$ cat src/rtl/memory_stage.sv
// MEM stage: issues one load/store per instruction on a req/ack data port, registers MEM/WB results.
// Latency: ALU ops 1 cycle, memory ops 2+ cycles; stall holds upstream for every ACCESS cycle.
module memory_stage #(
  parameter int DATA_W      = 24,
  parameter int ADDR_W      = 24,
  parameter int RD_W        = 4,
  parameter int ACK_TIMEOUT = 16
) (
  input  logic              clk,
  input  logic              rst_n,
  input  logic              ex_valid,
  input  logic [DATA_W-1:0] ex_alu_result,
  input  logic [DATA_W-1:0] ex_st_data,
  input  logic              ex_mem_read,
  input  logic              ex_mem_write,
  input  logic              ex_wb_en,
  input  logic [RD_W-1:0]   ex_rd,
  output logic              stall,
  output logic              dmem_req,
  output logic              dmem_we,
  output logic [ADDR_W-1:0] dmem_addr,
  output logic [DATA_W-1:0] dmem_wdata,
  input  logic [DATA_W-1:0] dmem_rdata,
  input  logic              dmem_ack,
  output logic [DATA_W-1:0] mem_result,
  output logic              wb_valid,
  output logic              wb_en,
  output logic [RD_W-1:0]   wb_rd,
  output logic [DATA_W-1:0] wb_data,
  output logic              bus_err
);

  typedef enum logic {
    IDLE   = 1'b0,
    ACCESS = 1'b1
  } state_t;

  localparam int CNT_W = $clog2(ACK_TIMEOUT);
  localparam logic [CNT_W-1:0] CNT_LAST = CNT_W'(ACK_TIMEOUT - 1);

  state_t              state_q, state_d;
  logic [CNT_W-1:0]    cnt_q, cnt_d;
  logic                dmem_req_q, dmem_req_d;
  logic                dmem_we_q, dmem_we_d;
  logic [ADDR_W-1:0]   dmem_addr_q, dmem_addr_d;
  logic [DATA_W-1:0]   dmem_wdata_q, dmem_wdata_d;
  logic                pend_wb_en_q, pend_wb_en_d;
  logic [RD_W-1:0]     pend_rd_q, pend_rd_d;
  logic                wb_valid_q, wb_valid_d;
  logic                wb_en_q, wb_en_d;
  logic [RD_W-1:0]     wb_rd_q, wb_rd_d;
  logic [DATA_W-1:0]   wb_data_q, wb_data_d;
  logic                bus_err_q, bus_err_d;

  always_comb begin
    state_d      = state_q;
    cnt_d        = cnt_q;
    dmem_req_d   = dmem_req_q;
    dmem_we_d    = dmem_we_q;
    dmem_addr_d  = dmem_addr_q;
    dmem_wdata_d = dmem_wdata_q;
    pend_wb_en_d = pend_wb_en_q;
    pend_rd_d    = pend_rd_q;
    wb_valid_d   = 1'b0;
    wb_en_d      = 1'b0;
    wb_rd_d      = wb_rd_q;
    wb_data_d    = wb_data_q;
    bus_err_d    = bus_err_q;

    case (state_q)
      IDLE: begin
        if (ex_valid) begin
          if (ex_mem_read || ex_mem_write) begin
            state_d      = ACCESS;
            cnt_d        = '0;
            dmem_req_d   = 1'b1;
            dmem_we_d    = ex_mem_write;
            dmem_addr_d  = ex_alu_result[ADDR_W-1:0];
            dmem_wdata_d = ex_st_data;
            // read+write together behaves as a store, so it never writes a register
            pend_wb_en_d = ex_wb_en & ~ex_mem_write;
            pend_rd_d    = ex_rd;
          end else begin
            wb_valid_d = 1'b1;
            wb_en_d    = ex_wb_en;
            wb_rd_d    = ex_rd;
            wb_data_d  = ex_alu_result;
          end
        end
      end

      ACCESS: begin
        if (dmem_ack) begin
          state_d    = IDLE;
          dmem_req_d = 1'b0;
          wb_valid_d = 1'b1;
          wb_rd_d    = pend_rd_q;
          if (!dmem_we_q) begin
            wb_en_d   = pend_wb_en_q;
            wb_data_d = dmem_rdata;
          end
        end else if (cnt_q == CNT_LAST) begin
          // abort: retire the instruction without a register write and flag the bus
          state_d    = IDLE;
          dmem_req_d = 1'b0;
          bus_err_d  = 1'b1;
          wb_valid_d = 1'b1;
          wb_rd_d    = pend_rd_q;
        end else begin
          cnt_d = cnt_q + CNT_W'(1);
        end
      end

      default: state_d = IDLE;
    endcase
  end

  always_ff @(posedge clk) begin
    if (!rst_n) begin
      state_q      <= IDLE;
      cnt_q        <= '0;
      dmem_req_q   <= 1'b0;
      dmem_we_q    <= 1'b0;
      dmem_addr_q  <= '0;
      dmem_wdata_q <= '0;
      pend_wb_en_q <= 1'b0;
      pend_rd_q    <= '0;
      wb_valid_q   <= 1'b0;
      wb_en_q      <= 1'b0;
      wb_rd_q      <= '0;
      wb_data_q    <= '0;
      bus_err_q    <= 1'b0;
    end else begin
      state_q      <= state_d;
      cnt_q        <= cnt_d;
      dmem_req_q   <= dmem_req_d;
      dmem_we_q    <= dmem_we_d;
      dmem_addr_q  <= dmem_addr_d;
      dmem_wdata_q <= dmem_wdata_d;
      pend_wb_en_q <= pend_wb_en_d;
      pend_rd_q    <= pend_rd_d;
      wb_valid_q   <= wb_valid_d;
      wb_en_q      <= wb_en_d;
      wb_rd_q      <= wb_rd_d;
      wb_data_q    <= wb_data_d;
      bus_err_q    <= bus_err_d;
    end
  end

  assign stall      = (state_q == ACCESS);
  assign dmem_req   = dmem_req_q;
  assign dmem_we    = dmem_we_q;
  assign dmem_addr  = dmem_addr_q;
  assign dmem_wdata = dmem_wdata_q;
  assign wb_valid   = wb_valid_q;
  assign wb_en      = wb_en_q;
  assign wb_rd      = wb_rd_q;
  assign wb_data    = wb_data_q;
  assign mem_result = wb_data_q;
  assign bus_err    = bus_err_q;

endmodule

$ cat config.mk
export PLATFORM = sky130hd
export DESIGN_NAME = memory_stage
export DESIGN_NICKNAME = d
export VERILOG_FILES = /design/src/rtl/memory_stage.sv
export SDC_FILE = /design/constraint.sdc
export NUM_CORES = 1
export LEC_CHECK = 0
export ABC_AREA = 1
export BUFFER_PORTS_ARGS = -buffer_cell sky130_fd_sc_hd__buf_2
export CORE_ASPECT_RATIO = 0.5
export CORE_MARGIN = 2
export CORE_UTILIZATION = 35
export CTS_CLUSTER_DIAMETER = 150
export DETAILED_ROUTE_END_ITERATION = 10
export GPL_TIMING_DRIVEN = 0
export SLEW_MARGIN = 0
export SYNTH_ARGS = -nofsm -noshare
export SYNTH_HDL_FRONTEND = slang
export SYNTH_SLANG_ARGS = --single-unit
$ cat constraint.sdc
create_clock -name clk -period 1.4 [get_ports clk]
set_input_delay 0.28 -clock clk [delete_from_list [all_inputs] [get_ports clk]]
set_output_delay 0.28 -clock clk [all_outputs]
set_load 0.02 [all_outputs]
==> metrics.md, run 1 <==
| Metric | Value |
|---|---|
| Outcome | finished, final reports clean |
| Dominant cell type by area after synthesis | dfxtp_1 |
| Area of the multi-input gates | roughly 1700 um^2 |
| Drt wl/cell | about 13 um |
| Sequential fraction of the synthesis area | 0.458 |
| Most frequent cell after synthesis | nand2_1 |
| Filler cells | between 1k and 1.5k |
| Site Rows | 27 |
| Max_cap viols | 0 |
| WS Path Type | flop to flop |
| Layout cells sized above 1 | 0.359 |
| Setup ws final | 0.0896 ns |
| Final ANT Viol Nets | 0 |
| Leak | about 2.8 nW |
| Core footprint | roughly 11000 um^2 |
| Nets | 833 |
| Synth Instances | 550 |
| Post-Syn Area | 3980 um^2 |
| Min Clock Period, post-route | 1.31 ns |
| First-pass GRT wire length | between 15000 and 20000 um |
| Setup violators final | 0 |
| Proportion of netlist area held by the largest area contributor | 0.458 |
| CP required | between 1.5 and 2 ns |
| Effective utilization at floorplan | 0.361 |
| Maximum fanout along the worst path | 10 |
| Peak Freq | roughly 760 MHz |
| Die ar. | around 12000 um^2 |
| Routed wl met3 | between 800 and 900 um |
| Peak VDD IR | 0.648 mV |
| Critical Path End Type | flop |
| Clock transition at the registers of the reported paths | around 0.06 ns |
| Initial drt markers | about 190 |
| EDFF count, synth | 0 |
| Slew Viols, Final | 0 |
| Fin. Hold Viols | 0 |
| Syn nets | approximately 630 |
| Crit path DAT | ~1.5 ns |
| Hold Path Cell Cnt | 3 |
| Die width | 155 um |
| Post-synth top cells | nand2_1 (171), dfxtp_1 (91), nor2_1 (66) |
| Clock Skew | roughly 0.0066 ns |
| Worst-skew pair later-pin latency | between 0.3 and 0.4 ns |
| Synthesized flop and latch total | a little over 90 |
| Final HPWL DP | slightly below 9000 um |
| I/O pins | ~190 |
| Slew headroom | 0.631 |
| RSZ-0062 raised after global routing | yes |
| Worst-Margin Slew | around 0.55 ns |
| Unique masters post-synth | 22 |
| Placer congestion estimate | 0.830 |
| Via count | approximately 4.1k |
| Power density over cell area | 1210 nW/um^2 |
| M1 wire length | between 5000 and 6000 um |
| Die height | 79.4 um |
| Top sig layer | met4 |
| CTS tree | built |
| Vias in the first global route | roughly 3.7k |
| HP Class | input port to flop |
| Total grt overflow | 0 |
| Antenna cells | 0 |
| Fin util | 0.493 |
| CTS buffer count | 9 |
| Clock H-tree levels | 3 |
| Port bufs | 187 |
| Register Area | around 1800 um^2 |
| Cells on worst reg2reg path | 8 |
| DR pass1 iterations | 4 |
| Total power | about 6.6 mW |
| GRT Util Overall | 0.187 |
| Hold Slack | 0.190 ns |
| Pre-CTS WS | -0.0290 ns |
| Mean area per synthesized cell | between 7 and 8 um^2 |
| Largest cells by area after synthesis | dfxtp_1 (46%), nand2_1 (16%), a21oi_1 (7.9%) |
| Primary FF master, synth | dfxtp_1 |
| Final WL | between 10000 and 15000 um |
| Drt via density | 4.58 |
| CTS Sinks | between 90 and 100 |
| Met2 routed WL | 5500 um |
| Max Buffers Root-to-Sink | 2 |
| Root Driver | clkbuf_16 |
| Final period util | 0.936 |
| Residual DRC | 0 |
| Startpoint types | flop |
| YS warnings | 0 |
| Ys async rst share | 0 |
| Initial antenna violation count | 0 |
| Synth-to-Final Area Change | 36.5% |
| Largest net degree at the start of global routing | 15 |
-- power breakdown --
group	internal, mW	total (mW)	switching [mW]
combinational	0.499	1.31	0.808
clock	1.40	2.39	0.996
sequential	2.77	2.87	0.0981
-- flip-flops by register name, summed over array words and instances, names as in the netlist --
signal        cells
wb_en             1
wb_rd             4
pend_wb_en_q      1
dmem_we           1
bus_err           1
wb_valid          1
dmem_addr        24
cnt_q             4
pend_rd_q         4
stall             1
dmem_wdata       24
dmem_req          1
mem_result       24
-- layout by cell type, fill, tap and decap left out, drive strengths merged --
cell type / count
nand4: 2
nand2: 174
nand3b: 2
and2: 3
inv: 17
a21oi: 63
nor2: 69
clkinvlp: 2
dfxtp: 91
ha: 1
nand3: 37
clkinv: 1
clkbuf: 22
buf: 239
o21ai: 31
-- path summary, 6_finish.rpt --
check,start,end,slack [ns]
hold reg to reg,dmem_addr[18],dmem_addr[18],0.46
setup reg to reg,stall,cnt_q[1],0.09
setup / recovery,stall,cnt_q[1],0.09
hold / removal,ex_st_data[20],dmem_wdata[20],0.19
-- final cells by class --
type,instances,area share
sequential,91,0.336
multi-input combinational,382,0.313
timing repair buffer,188,0.174
buffer,60,0.0759
clock buffer,13,0.0517
tap,145,0.0334
inverter,17,0.0118
clock inverter,3,0.00369
-- layer usage --
metal	vias up	track usage
li1	2127	-
met1	1866	0.235
met2	122	0.322
met3	4	0.0519
met4	0	0.0435
met5	-	0
-- through the flow --
step | cells | setup TNS [ns] | cell area (um^2)
2_1_floorplan | 550 | 0 | 3980
3_3_place_gp | 882 | -0.253 | 5090
3_5_place_dp | 882 | -0.429 | 5090
4_1_cts | 898 | 0 | 5400
5_1_grt | 899 | -0.0114 | 5430
6_report | 899 | 0 | 5430
-- cell families after synthesis --
group,synth area share
buffers and inverters,0.116
AND/OR/NAND/NOR,0.304
AO/OA/AOI/OAI,0.118
adder cells (fa/ha/maj),0.00315
flip-flops,0.458
-- timing repair --
item	CTS	global route
gates resized for setup	1	17
gates cloned	0	0
endpoints found under the setup margin	4	52
setup buffers	0	1
hold buffers	0	0
pin swaps	0	1
-- worst max-delay path, cell delays in order, from the launching register on --
cell and delay, ns:
dfxtp_1 0.33, buf_6 0.16, nor2_8 0.14, nand2_4 0.08, buf_6 0.15, nand2_2 0.10, inv_1 0.09, nor2_1 0.10
nor2_1 0.05
Power figures use the tool's default switching activity.
==> run 2, diff against run 1 <==
--- a/config.mk
+++ b/config.mk
@@ -9,10 +9,11 @@
 export BUFFER_PORTS_ARGS = -buffer_cell sky130_fd_sc_hd__buf_2
 export CORE_ASPECT_RATIO = 0.5
 export CORE_MARGIN = 2
-export CORE_UTILIZATION = 35
+export CORE_UTILIZATION = 46
 export CTS_CLUSTER_DIAMETER = 150
 export DETAILED_ROUTE_END_ITERATION = 10
 export GPL_TIMING_DRIVEN = 0
+export PLACE_DENSITY = 0.79
 export SLEW_MARGIN = 0
 export SYNTH_ARGS = -nofsm -noshare
 export SYNTH_HDL_FRONTEND = slang
==> metrics.md, run 2 (synthesis gave the netlist of run 1 again) <==
| Metric | Value |
|---|---|
| Clock H-tree levels | 3 |
| WS Path Type | flop to flop |
| Final HPWL DP | about 8400 um |
| Commonest non-fill, non-tap cell in the layout | buf_2 |
| Final period util | 0.946 |
| Top cell family by delay on the critical path | simple AND/OR/NAND/NOR gates |
| Effective utilization at floorplan | 0.485 |
| Antenna cells | 0 |
| Die height | approximately 70 um |
| HP Class | input port to flop |
| Setup crit start | cnt_q[0] |
| Clock transition at the registers of the reported paths | 0.07 ns |
| Worst-skew pair later-pin latency | about 0.34 ns |
| Hold Path Cell Cnt | 3 |
| Nets | 833 |
| DR pass1 iterations | 5 |
| Vias in the first global route | roughly 3.8k |
| Internal | ~4.9 mW |
| Clock Skew | roughly 0.0074 ns |
| Crit path buffers/inverters | 1 |
| First-pass GRT wire length | about 18000 um |
| Clk pwr share | 0.387 |
| Startpoint types | flop |
| Max_cap viols | 0 |
| Port bufs | approximately 190 |
| Fin. Hold Viols | 0 |
| RSZ-0062 raised after global routing | yes |
| NetSw | ~1.9 mW |
| Reg2Reg Capture Point | wb_rd[1] |
| CTS Sinks | 91 |
| Die width | between 100 and 150 um |
| Worst-Margin Slew | 0.533 ns |
| Initial antenna violation count | 0 |
| Sequential share of power | 0.421 |
| Peak VDD IR | around 0.75 mV |
| Final ANT Viol Nets | 0 |
| Setup violators final | 0 |
| M2 GR Usage | 0.387 |
| I/O pins | approximately 190 |
| Min Clock Period, post-route | 1.32 ns |
| Critical Path End Type | flop |
| Power density over cell area | 1260 nW/um^2 |
| Slew headroom | 0.645 |
| Crit path DAT | roughly 1.6 ns |
| Stages on worst setup path | 7 |
| Layout cells sized above 1 | 0.358 |
| Drt via density | 4.86 |
| Hold Slack | approximately 0.18 ns |
| Peak Freq | approximately 750 MHz |
| CP required | around 1.6 ns |
| Final WL | 11200 um |
| Met3 global-route usage | 0.0789 |
| CTS tree | built |
| Total power | around 6.8 mW |
| Switch share | 0.277 |
| Leak | 2.80 nW |
| Critical Path Max Stage Delay | between 0.3 and 0.4 ns |
| Combinational share of power | 0.191 |
| CTS buffer count | 9 |
| Slew Viols, Final | 0 |
| Drt wl/cell | between 10 and 15 um |
| Residual DRC | 0 |
| Core footprint | between 8000 and 9000 um^2 |
| Worst Setup EP | wb_rd[1] |
| Cells on worst reg2reg path | 7 |
| Most frequent cells in the layout | buf_2 (201), nand2_1 (168), dfxtp_1 (89) |
| Largest net degree at the start of global routing | 15 |
| Die ar. | between 9000 and 10000 um^2 |
| Max Buffers Root-to-Sink | 2 |
| Root Driver | clkbuf_16 |
| Maximum fanout along the worst path | 10 |
| Hold Buf Count CTS | 0 |
| Total grt overflow | 0 |
| GRT Util Overall | 0.234 |
| Initial drt markers | approximately 270 |
| Site Rows | 23 |
| Critical path, cell by cell | ha_2 > nand3_2 > nand2_2 > buf_6 > nand3_1 > nand2_1 > nor2_1 |
| M1 GR Usage | 0.291 |
| RR Startpoint | cnt_q[0] |
| Most crowded layer after global routing | met2 |
| Flop2flop setup slack | 0.08 ns |
| Outcome | finished, final reports clean |
| Critical path's slowest cell | dfxtp_2 |
| Via count | 4212 |
| Synth-to-Final Area Change | 36.3% |
| Placer congestion estimate | about 0.89 |
==> run 2: layout make-up <==
type	count	area (um^2)
multi-input combinational	382	1710
sequential	91	1820
timing repair buffer	188	943
fill	772	2780
buffer	60	409
clock inverter	4	72.6
tap	112	140
clock buffer	12	256
inverter	17	63.8
==> run 2: worst min-delay path by stage <==
stage,startpoint,endpoint,slack [ns]
2_1_floorplan,ex_alu_result[22],dmem_addr[22],0.42
3_3_place_gp,dmem_req,dmem_req,0.45
3_5_place_dp,dmem_addr[11],dmem_addr[11],0.45
4_1_cts,ex_st_data[21],dmem_wdata[21],0.18
5_1_grt,ex_st_data[21],dmem_wdata[21],0.18
6_report,ex_st_data[21],dmem_wdata[21],0.18
==> run 2: what timing repair did <==
| action | CTS | global route |
|---|---|---|
| pin swaps | 0 | 1 |
| resized for setup | 1 | 13 |
| buffers inserted | 0 | 1 |
| setup endpoints to repair | 2 | 44 |
| cloned | 0 | 0 |
==> run 2: per-layer routing <==
| metal | vias to the layer above | wire, um |
|---|---|---|
| li1 | 2127 | - |
| met1 | 1921 | 4940 |
| met2 | 144 | 5240 |
| met3 | 20 | 870 |
| met4 | 0 | 166 |
| met5 | - | 0 |
==> run 2: worst reg2reg max path, cell delays in order, from the launching register on <==
cell	delay, ns
dfxtp_2	0.37
ha_2	0.22
nand3_2	0.11
nand2_2	0.16
buf_6	0.16
nand3_1	0.09
nand2_1	0.07
nor2_1	0.04
==> run 2: per-stage QoR <==
stage          instance area [um^2]  TNS [ns]  std cells  utilization  worst slack [ns]
2_1_floorplan                  3980         0        550            -             0.144
4_1_cts                        5380         0        865        0.656           0.00164
6_report                       5420         0        866        0.661            0.0752
3_5_place_dp                   5050   -0.0929        849        0.616           -0.0196
5_1_grt                        5420    -0.243        866        0.661           -0.0280
3_3_place_gp                   5050  -0.00343        849        0.616          -0.00317
==> run 2: power groups by stage <==
stage / Clock (mW) / Sequential (mW) / Combinational [mW]
global route: 2.79 / 2.89 / 1.44
detailed placement: 0 / 2.92 / 1.29
floorplan: 0 / 3.11 / 0.631
global placement: 0 / 2.92 / 1.28
finish: 2.64 / 2.87 / 1.30
CTS: 2.68 / 2.87 / 1.29
==> run 3, diff against run 2 <==
--- a/config.mk
+++ b/config.mk
@@ -13,7 +13,7 @@
 export CTS_CLUSTER_DIAMETER = 150
 export DETAILED_ROUTE_END_ITERATION = 10
 export GPL_TIMING_DRIVEN = 0
-export PLACE_DENSITY = 0.79
+export PLACE_DENSITY = 0.88
 export SLEW_MARGIN = 0
 export SYNTH_ARGS = -nofsm -noshare
 export SYNTH_HDL_FRONTEND = slang
==> metrics.md, run 3 (synthesis gave the netlist of run 1 again) <==
| Metric | Value |
|---|---|
| Flop2flop setup slack | between 0.05 and 0.06 ns |
| Port bufs | approximately 190 |
| Hold path start | ex_st_data[22] |
| Vias in the first global route | a little under 4k |
| Largest net degree at the start of global routing | 16 |
| Startpoint types | flop |
| Outcome | finished, final reports clean |
| Min Clock Period, post-route | 1.34 ns |
| Initial drt markers | 316 |
| Nets | approximately 830 |
| Antenna cells | 0 |
| HP Class | input port to flop |
| Slew headroom | 0.661 |
| WS Path Type | flop to flop |
| Final setup TNS | 0 ns |
| I/O pins | roughly 190 |
| Power density over cell area | about 1200 nW/um^2 |
| Final ANT Viol Nets | 0 |
| Die ar. | between 9000 and 10000 um^2 |
| Initial antenna violation count | 0 |
| Cells on worst reg2reg path | 6 |
| Final HPWL DP | 8390 um |
| Clock Skew | 0.00620 ns |
| Effective utilization at floorplan | 0.485 |
| Total grt overflow | 0 |
| Worst-Margin Slew | roughly 0.5 ns |
| Residual DRC | 0 |
| Setup violators final | 0 |
| Worst-skew pair later-pin latency | around 0.34 ns |
| Hold Path Cell Cnt | 3 |
| Crit path DAT | approximately 1.6 ns |
| First-pass GRT wire length | roughly 18000 um |
| Pre-CTS WS | -0.0156 ns |
| Fin. Hold Viols | 0 |
| Core footprint | between 8000 and 9000 um^2 |
| Placer congestion estimate | between 0.8 and 0.9 |
| Worst Hold Endpoint | dmem_wdata[22] |
| Hold Slack | approximately 0.17 ns |
| Site Rows | 23 |
| Dpl cell area | between 5000 and 6000 um^2 |
| Non-Filler Instances | ~870 |
| Die width | 135 um |
| Max Buffers Root-to-Sink | 2 |
| Final Cell Area | 5390 um^2 |
| Commonest non-fill, non-tap cell in the layout | buf_2 |
| GRT Util Overall | 0.237 |
| Drt wl/cell | 13.1 um |
| Critical Path Max Stage Delay | about 0.38 ns |
| Critical path's slowest cell | dfxtp_1 |
| Critical path, cell by cell | buf_6 > nor2_8 > nand2_4 > buf_2 > nand3_1 > a21oi_1 |
| Clock transition at the registers of the reported paths | approximately 0.070 ns |
| CTS buffer count | 9 |
| Drt via density | around 4.9 |
| RR Startpoint | stall |
| Critical Path End Type | flop |
| CTS tree | built |
| Most frequent cells in the layout | buf_2 (202), nand2_1 (170), dfxtp_1 (89) |
| Maximum fanout along the worst path | 10 |
| DP Cell Count | between 800 and 900 |
| Reg2Reg Capture Point | mem_result[3] |
| Via count | approximately 4.3k |
| Die height | between 60 and 70 um |
| Max_cap viols | 0 |
| Synth-to-Final Area Change | 35.7% |
| Root Driver | clkbuf_16 |
| Leak | roughly 2.8 nW |
| Final period util | 0.959 |
| Slew Viols, Final | 0 |
| Layout cells sized above 1 | 0.359 |
| Setup ws final | 0.0568 ns |
| DR pass1 iterations | 5 |
| Total power | 6.62 mW |
| CTS Sinks | 91 |
| CP required | about 1.7 ns |
| Peak Freq | around 740 MHz |
| Clock H-tree levels | 3 |
| Final WL | around 11000 um |
| Fin util | 0.658 |
| Peak VDD IR | ~0.64 mV |
==> run 3: power by group <==
part | internal [mW] | leakage (nW) | total, mW | switching, mW
Combinational | 0.498 | 1.90 | 1.31 | 0.812
Clock | 1.43 | 0.148 | 2.45 | 1.01
Sequential | 2.77 | 0.748 | 2.87 | 0.101
Total | 4.70 | 2.79 | 6.62 | 1.93
==> run 3: final cells by class <==
| class | instances | area, um^2 |
|---|---|---|
| Buffer | 60 | 408 |
| Clock buffer | 10 | 239 |
| Clock inverter | 6 | 65.1 |
| Fill cell | 733 | 2810 |
| Inverter | 17 | 63.8 |
| Multi-Input combinational cell | 382 | 1700 |
| Sequential cell | 91 | 1820 |
| Tap cell | 112 | 140 |
| Timing Repair Buffer | 189 | 951 |
==> run 3: worst max-delay path, delay by kind of cell (launching register included) <==
family,cells,cell delay (ns)
AO/OA/AOI/OAI,1,0.17
buffers and inverters,2,0.42
flip-flops,1,0.38
AND/OR/NAND/NOR,3,0.30
==> run 3: per-layer routing <==
layer / global-route usage / share of wire
met5: 0 / 0
met3: 0.0651 / 0.080
met1: 0.275 / 0.41
met2: 0.411 / 0.49
met4: 0.101 / 0.022
==> run 3: worst max path at each step <==
| stage | from | to | slack (ns) | cells after the start |
|---|---|---|---|---|
| 2_1_floorplan | stall | dmem_wdata[20] | 0.14 | 7 |
| 3_3_place_gp | cnt_q[0] | wb_rd[1] | 0.02 | 7 |
| 3_5_place_dp | cnt_q[0] | wb_rd[1] | -0.02 | 7 |
| 4_1_cts | cnt_q[1] | cnt_q[0] | 0.01 | 7 |
| 5_1_grt | stall | mem_result[3] | -0.04 | 6 |
| 6_report | stall | mem_result[3] | 0.06 | 6 |
==> run 3: timing repair <==
| action | CTS | global route |
|---|---|---|
| pin swaps | 0 | 1 |
| setup endpoints to repair | 4 | 40 |
| buffers inserted | 0 | 2 |
| resized for setup | 2 | 12 |
| hold buffers | 0 | 0 |
